### config.mk
export PLATFORM = sky130hd
export DESIGN_NAME = easyaxi_rd_beat_gen
export DESIGN_NICKNAME = d
export VERILOG_FILES = /design/src/rtl/easyaxi_rd_beat_gen.sv
export SDC_FILE = /design/constraint.sdc
export NUM_CORES = 1
export LEC_CHECK = 0
export CAP_MARGIN = 40
export CORE_ASPECT_RATIO = 0.7
export CORE_MARGIN = 5
export CORE_UTILIZATION = 35
export DETAILED_ROUTE_END_ITERATION = 16
export MAX_ROUTING_LAYER = met4
export PLACE_DENSITY = 0.71
export REMOVE_ABC_BUFFERS = 1
export SYNTH_ARGS = -nofsm -noshare
export SYNTH_HDL_FRONTEND = slang
export SYNTH_SLANG_ARGS = --single-unit
### constraint.sdc
create_clock -name clk -period 2.51 [get_ports clk]
set_input_delay 0.3765 -clock clk [delete_from_list [all_inputs] [get_ports clk]]
set_output_delay 0.3765 -clock clk [all_outputs]
set_load 0.05 [all_outputs]
### src/rtl/easyaxi_rd_beat_gen.sv
// easyaxi_rd_beat_gen: turns queued {id, addr, len} read commands into AXI R beats whose data is the beat address
//   clk, rst           rising-edge clock, asynchronous active-high reset
//   cmd_empty/cmd_data  command FIFO status and head entry {id, addr, len}
//   cmd_rd             pops the FIFO head on the current edge
//   rvalid/rready      R channel handshake
//   rid/rdata/rresp/rlast R beat fields
//   busy               a burst is in progress
//   burst_cnt          completed bursts, wrapping at 2^16
module easyaxi_rd_beat_gen #(
  parameter int ID_WIDTH   = 4,
  parameter int ADDR_WIDTH = 32,
  parameter int LEN_WIDTH  = 8,
  parameter int DATA_WIDTH = 32
) (
  input  logic                                    clk,
  input  logic                                    rst,
  input  logic                                    cmd_empty,
  input  logic [ID_WIDTH+ADDR_WIDTH+LEN_WIDTH-1:0] cmd_data,
  output logic                                    cmd_rd,
  output logic                                    rvalid,
  input  logic                                    rready,
  output logic [ID_WIDTH-1:0]                     rid,
  output logic [DATA_WIDTH-1:0]                   rdata,
  output logic [1:0]                              rresp,
  output logic                                    rlast,
  output logic                                    busy,
  output logic [15:0]                             burst_cnt
);
  localparam int cw = ID_WIDTH + ADDR_WIDTH + LEN_WIDTH;
  localparam logic [ADDR_WIDTH-1:0] beat_bytes = ADDR_WIDTH'(DATA_WIDTH / 8);
  typedef enum logic {IDLE, BURST} state_t;
  state_t state, state_n;
  logic [ID_WIDTH-1:0]   id_q;
  logic [ADDR_WIDTH-1:0] addr_q;
  logic [LEN_WIDTH-1:0]  len_q;
  logic [LEN_WIDTH-1:0]  beat_cnt;
  logic                  hs;
  always_ff @(posedge clk or posedge rst)
    if (rst) state <= IDLE;
    else state <= state_n;
  always_comb begin
    rvalid  = state == BURST;
    busy    = rvalid;
    rlast   = rvalid && beat_cnt == len_q;
    hs      = rvalid && rready;
    // a pop either starts from idle or chains straight off the final beat
    cmd_rd  = !rst && !cmd_empty && (!rvalid || (hs && rlast));
    state_n = !rvalid ? (cmd_empty ? IDLE : BURST) : (hs && rlast && cmd_empty ? IDLE : BURST);
  end
  always_ff @(posedge clk or posedge rst)
    if (rst) begin
      id_q      <= '0;
      addr_q    <= '0;
      len_q     <= '0;
      beat_cnt  <= '0;
      burst_cnt <= '0;
    end else begin
      if (cmd_rd) begin
        id_q     <= cmd_data[cw-1 -: ID_WIDTH];
        addr_q   <= cmd_data[LEN_WIDTH +: ADDR_WIDTH];
        len_q    <= cmd_data[LEN_WIDTH-1:0];
        beat_cnt <= '0;
      end else if (hs && !rlast) begin
        beat_cnt <= beat_cnt + 1'b1;
        addr_q   <= addr_q + beat_bytes;
      end
      if (hs && rlast) burst_cnt <= burst_cnt + 16'd1;
    end
  assign rid   = id_q;
  assign rdata = DATA_WIDTH'(addr_q);
  assign rresp = 2'b00;
endmodule

==> metrics.md, run 1 <==
| Metric | Value |
|---|---|
| Status | `finished clean` |
| Asr flop ratio synth | `between 90% and 100%` |
| Final setup fails | `0` |
| DRT antenna net count | `0` |
| Crit-path slowest cell | `dfrtp_1` |
| Crit Path Category | `reg -> out` |
| Core Area | `approximately 11000 µm²` |
| CTS tree | `built` |
| CTS buffer count | `9` |
| FF+latch count, synth | `69` |
| Post-synth top flop | `dfrtp_1` |
| First-pass GRT wire length | `~21000 µm` |
| Distinct cells, synth | `53` |
| Max Slew Vio Count | `0` |
| Post-DR wirelength/cell | `18.6 µm` |
| Max FO, Critical Path | `5` |
| Clock power frac | `between 10% and 20%` |
| Synth Instances | `between 400 and 500` |
| Clock Skew | `slightly below 0.007 ns` |
| Die ar. | `approximately 14000 µm²` |
| RSZ-0062 raised after global routing | `no` |
| Root buffer cell | `clkbuf_16` |
| Register share of total power | `29.1%` |
| Finished Core Util | `between 50% and 60%` |
| Via count | `4119` |
| Final Net Count | `around 600` |
| Sw Share | `around 46%` |
| Fraction of layout cells with a size suffix above 1 | `approximately 15%` |
| CP endpoint kind | `primary output` |
| Worst slew pin tran | `around 0.67 ns` |
| Largest net degree at the start of global routing | `53` |
| Commonest cells after routing, fill and taps aside | `clkdlybuf4s50_1 (101), dfrtp_1 (69), buf_4 (33)` |
| Crit start category | `register` |
| MaxCap Viol Count | `0` |
| Gr ovfl total | `0` |
| Fin crit share | `95.1%` |
| Die height | `99.2 µm` |
| Crit-path cells | `xnor2_1 > nand3_1 > nor3_2 > buf_4 > buf_12` |
| # fillers | `1011` |
| Critical Path RT | `between 2 and 2.5 ns` |
| Post-synth EDFFs | `0` |
| Initial antenna violation count | `0` |
| Routability-driven placement congestion ratio | `0.952` |
| Area leader, netlist | `dfrtp_1` |
| I/O Buffers | `about 100` |
| Final Power | `between 6 and 7 mW` |
| Leak | `between 2 and 2.5 nW` |
| R2R cell count | `5` |
| Fin. Hold Viols | `0` |
| Share of the synthesized area in the top cell type | `43.4%` |
| Drt pass-1 iters | `5` |
| PD cells | `about 1200 nW/µm²` |
| Area contributors post-synth | `dfrtp_1 (43%), xnor2_1 (5.3%), mux2_2 (4.2%)` |
| Clock Path Buffers | `2` |
| Relative slew slack | `about 55%` |
| P&R area growth vs syn | `44.7%` |
| Sequential area share after synthesis | `between 40 and 50%` |
| Initial Utilization | `36.0%` |
| Initial drt markers | `roughly 340` |
| Mapped Area | `between 3000 and 4000 µm²` |
| Chip Width | `137 µm` |
| Minimum clock period | `around 2.4 ns` |
| Comb power frac | `roughly 52%` |
| Max Freq | `around 420 MHz` |
| IR drop worst, VDD | `roughly 0.6 mV` |
| HP Class | `in -> async` |
| Clock Sinks | `69` |
| Commonest non-fill, non-tap cell in the layout | `clkdlybuf4s50_1` |
| Vias in the first global route | `about 3900` |
| Largest stage delay, worst path | `around 0.39 ns` |
| Ports | `between 100 and 150` |
| Yosys warnings | `0` |
| DP HPWL | `9550 µm` |
| Setup bufs post-CTS | `0` |
| Total Routing Usage GR | `a little over 20%` |
| FP Rows | `32` |
| CP arrival | `around 2.0 ns` |
| Hold slack | `approximately 0.44 ns` |
| Worst-path clk slew | `0.05 ns` |
| Avg Synthesized Cell Area | `approximately 9.3 µm²` |
| Total Wirelength | `roughly 13000 µm` |
| Vias per cell | `between 5 and 6` |
| Clock Latency Late Sink | `0.34 ns` |
| P_int | `between 3 and 4 mW` |
| Ant diodes | `0` |
| H-tree levels | `3` |
| Drt drc | `0` |
| Psw | `between 3 and 4 mW` |
Yosys cell counts (2+ instances only):
cell type and instances:
o221ai_1 2, a311oi_1 2, o41ai_1 6, a211oi_1 2, buf_4 3, nand3b_1 2, nor3_1 14, nand3_1 27
o21a_1 3, or4_1 12, inv_1 10, o211ai_1 3, nor2_1 29, a31oi_1 18, nand2_1 24, or3_1 8
a21oi_1 22, xnor2_1 24, mux2_2 15, nand4b_1 2, nor4_1 4, a221oi_1 3, o311ai_0 2, and3_1 7
buf_2 5, and2_1 5, nand4_1 14, xor2_1 4, and4_1 8, a221o_1 5, o21ai_0 15, or2_2 4
ha_1 3, clkbuf_1 18, dfrtp_1 69, o31ai_1 15
through the flow:
step / cells / cell area [µm²] / TNS [ns] / worst slack [ns]
global placement: 692 / 5430 / 0 / 0.148
CTS: 707 / 5730 / 0 / 0.0205
detailed placement: 692 / 5430 / 0 / 0.105
finish: 707 / 5750 / 0 / 0.122
floorplan: 400 / 3860 / -38.61 / -1.57
global route: 707 / 5750 / 0 / 0.0228
power by group through the flow:
stage	Clock, mW	Sequential (mW)	Combinational, mW
4_1_cts	1.32	1.95	3.49
3_3_place_gp	0	1.94	3.41
2_1_floorplan	0	2.88	1.14
5_1_grt	1.36	2.05	3.75
6_report	1.29	1.97	3.53
3_5_place_dp	0	1.96	3.47
sequential cells by signal, summed over array words and instances, names as in the netlist:
register   count
rid            4
rdata         32
burst_cnt     16
beat_cnt       8
len_q          8
busy           1
worst max-delay path: cells and delay by family, from the launching register on:
family / cells / cell delay (ns)
xor+xnor: 1 / 0.31
buf+inv: 2 / 0.32
flops: 1 / 0.39
simple gates: 2 / 0.66
layer usage:
| metal | vias up | GRT usage [%] | routed length (µm) |
|---|---|---|---|
| met4 | 0 | 6.44 | 308 |
| met2 | 207 | 28.3 | 5710 |
| met3 | 31 | 5.26 | 1150 |
| li1 | 1887 | - | - |
| met5 | - | - | 0 |
| met1 | 1994 | 28.6 | 5990 |
kinds of logic after synthesis:
kind of cell    Yosys count  share of synthesized area, %
compound gates          106                          18.3
xor+xnor                 28                          6.17
fa+ha+maj                 3                         0.944
buf+inv                  38                          4.03
flops                    69                          43.4
mux                      15                          4.25
other cells               1                        0.0943
simple gates            166                          22.8
area by class of cell:
type | count | area [µm²] | area share (%)
clock buffers | 12 | 256 | 4.46
clock inverters | 3 | 45.0 | 0.783
inverters | 11 | 41.3 | 0.718
multi-input cells | 320 | 2130 | 37.1
flip-flops and latches | 69 | 1730 | 30.0
well taps | 153 | 191 | 3.33
repair buffers | 139 | 1360 | 23.6
worst paths after layout:
check | start | end | slack (ns)
max reg2reg | rdata[17] | rdata[30] | 0.13
min in group clk | burst_cnt[15] | burst_cnt[15] | 0.47
max | len_q[7] | rlast | 0.12
min | rst | len_q[6] | 0.44
max in group asynchronous | rst | rdata[28] | 1.42
min reg2reg | burst_cnt[15] | burst_cnt[15] | 0.47
repair_timing:
action	in CTS	in global routing
hold buffers	0	0
endpoints found under the setup margin	1	5
gates resized for setup	1	3
pin swaps	0	0
Note: power is estimated with default switching activity, not from simulation.
==> run 2: changes to the inputs <==
PLACE_DENSITY = 0.69   (was 0.71)
SKIP_LAST_GASP = 1   (was default)
clock period = 2.3 ns   (was 2.51 ns; I/O delays follow)
==> run 2 against run 1 <==
Critical path depth grew 2. First-iteration DRC count shrank 9.7%. Hold slack got worse by 0.073 ns. Global-route usage up 0.43 points. Combinational power increased by 21%. Wire length rose by 1.4%. Flip-flop and latch count is the same. Critical endpoint is now cmd_rd. Largest power group unchanged.
==> metrics.md, run 2 (same netlist as run 1, synthesis figures left out) <==
| Metric | Value |
|---|---|
| Status | `finished clean (unchanged)` |
| Fin crit share | `between 90% and 100%` |
| Commonest cells after routing, fill and taps aside | `clkdlybuf4s50_1 (99), dfrtp_1 (67), buf_4 (61) (was clkdlybuf4s50_1 (101), dfrtp_1 (69), buf_4 (33))` |
| DP Cell Count | `715 (was 692)` |
| Reg2reg start | `rdata[2] (was rdata[17])` |
| Final Net Count | `627 (was 601)` |
| FP Rows | `32 (unchanged)` |
| Clock Sinks | `69 (unchanged)` |
| Max Freq | `441 MHz` |
| DRT antenna net count | `0 (unchanged)` |
| CP endpoint kind | `primary output (unchanged)` |
| Clock Skew | `0.00591 ns (was 0.00681 ns)` |
| Vias in the first global route | `4095 (was 3938)` |
| Via count | `4119 (unchanged)` |
| R2R cell count | `6 (was 5)` |
| Final Power | `7.78 mW (was 6.79 mW)` |
| Minimum clock period | `2.27 ns` |
| Post-route setup TNS | `0 ns (unchanged)` |
| CTS tree | `built (unchanged)` |
| Gr ovfl total | `0 (unchanged)` |
| I/O Buffers | `103 (unchanged)` |
| Worst slew pin tran | `0.520 ns (was 0.668 ns)` |
| Total Routing Usage GR | `20.7% (was 20.3%)` |
| Chip Width | `137 µm (unchanged)` |
| H-tree levels | `3 (unchanged)` |
| Crit Path Category | `reg -> out (unchanged)` |
| Setup Slack @ Placement | `-0.00525 ns (was 0.105 ns)` |
| Leak | `2.41 nW (was 2.25 nW)` |
| Post-DR wirelength/cell | `18.2 µm (was 18.6 µm)` |
| Die height | `99.2 µm (unchanged)` |
| Post-CTS Hold Fix Bufs | `0 (unchanged)` |
| Drt pass-1 iters | `5 (unchanged)` |
| Total Wirelength | `13300 µm (was 13200 µm)` |
| MaxCap Viol Count | `0 (unchanged)` |
| Relative slew slack | `65.2% (was 55.0%)` |
| Routability-driven placement congestion ratio | `0.921 (was 0.952)` |
| Vias per cell | `5.61 (was 5.83)` |
| Ports | `106 (unchanged)` |
| Core Area | `11100 µm² (unchanged)` |
| Die ar. | `13600 µm² (unchanged)` |
| Reg2reg setup slack | `0.06 ns (was 0.13 ns)` |
| CTS buffer count | `9 (unchanged)` |
| Critical Path RT | `1.96 ns (was 2.13 ns)` |
| Finished Core Util | `54.4% (was 52.1%)` |
| Worst r2r dst | `rdata[30] (unchanged)` |
| HP Class | `in -> async (unchanged)` |
| Drt drc | `0 (unchanged)` |
| Hold slack | `0.370 ns (was 0.443 ns)` |
| Clock Latency Late Sink | `0.34 ns (about the same)` |
| Setup ws final | `0.0311 ns (was 0.122 ns)` |
| Final Instance Count excl. Fillers | `734 (was 707)` |
| First-pass GRT wire length | `21500 µm (was 21200 µm)` |
| Final setup fails | `0 (unchanged)` |
| Design Area, Final | `6010 µm² (was 5750 µm²)` |
| Initial antenna violation count | `0 (unchanged)` |
| Clock Path Buffers | `2 (unchanged)` |
| Commonest non-fill, non-tap cell in the layout | `clkdlybuf4s50_1 (unchanged)` |
| IR drop worst, VDD | `0.643 mV (was 0.585 mV)` |
| Initial drt markers | `308 (was 341)` |
| Root buffer cell | `clkbuf_16 (unchanged)` |
| DP HPWL | `9820 µm (was 9550 µm)` |
| Post-DP Area | `5590 µm² (was 5430 µm²)` |
| RSZ-0062 raised after global routing | `yes (was no)` |
| Largest register FFs | `32 (unchanged)` |
| Initial Utilization | `36.0% (unchanged)` |
| Ant diodes | `0 (unchanged)` |
| Fin. Hold Viols | `0 (unchanged)` |
| Max FO, Critical Path | `17 (was 5)` |
| PD cells | `1290 nW/µm² (was 1180 nW/µm²)` |
| P&R area growth vs syn | `51.2% (was 44.7%)` |
| Worst-path clk slew | `0.05 ns (about the same)` |
| Fraction of layout cells with a size suffix above 1 | `20.5% (was 14.8%)` |
| Largest net degree at the start of global routing | `23 (was 53)` |
| Max Slew Vio Count | `0 (unchanged)` |
| CP arrival | `1.92 ns (was 2.01 ns)` |
| Crit start category | `register (unchanged)` |
-- run 2: worst max path at each step --
stage | slack [ns] | startpoint | to | cells past startpoint
2_1_floorplan | -1.78 | busy | rdata[11] | 4
4_1_cts | 0.0008 | len_q[7] | cmd_rd | 7
3_5_place_dp | -0.005 | rdata[11] | rdata[30] | 5
5_1_grt | -0.07 | beat_cnt[0] | rlast | 5
3_3_place_gp | 0.06 | rdata[17] | rdata[30] | 5
6_report | 0.03 | beat_cnt[4] | cmd_rd | 7
-- run 2: layer usage --
metal | share of wire [%] | GRT usage [%] | vias to the layer above
met1 | 46 | 28.1 | 1979
met3 | 8.0 | 5.31 | 20
met4 | 1.5 | 5.37 | 0
met2 | 45 | 31.0 | 185
met5 | 0 | - | -
li1 | - | - | 1935
-- run 2: power breakdown --
group	internal (mW)	switching, mW	leakage [nW]
clock	0.866	0.524	0.143
sequential	1.64	0.465	0.888
combinational	1.74	2.55	1.38
total	4.25	3.53	2.41
-- run 2: cell type report --
cell class	count	area (µm²)
Multi-Input combinational cell	320	2210
Sequential cell	69	1730
Timing Repair Buffer	165	1550
Tap cell	153	191
Fill cell	1018	5040
Clock inverter	4	47.5
Inverter	11	41.3
Clock buffer	12	246
-- run 2: worst max-delay path, stage by stage, from the launching register on --
cell     delay, ns
dfrtp_2       0.46
xnor2_4       0.21
and4_1        0.22
and4_1        0.25
nor2_2        0.06
inv_2         0.08
buf_12        0.15
buf_12        0.14
-- run 2: what timing repair did --
item,4_1_cts,5_1_grt
pin swaps,1,6
setup buffers,1,2
endpoints found under the setup margin,3,4
gates resized for setup,10,6
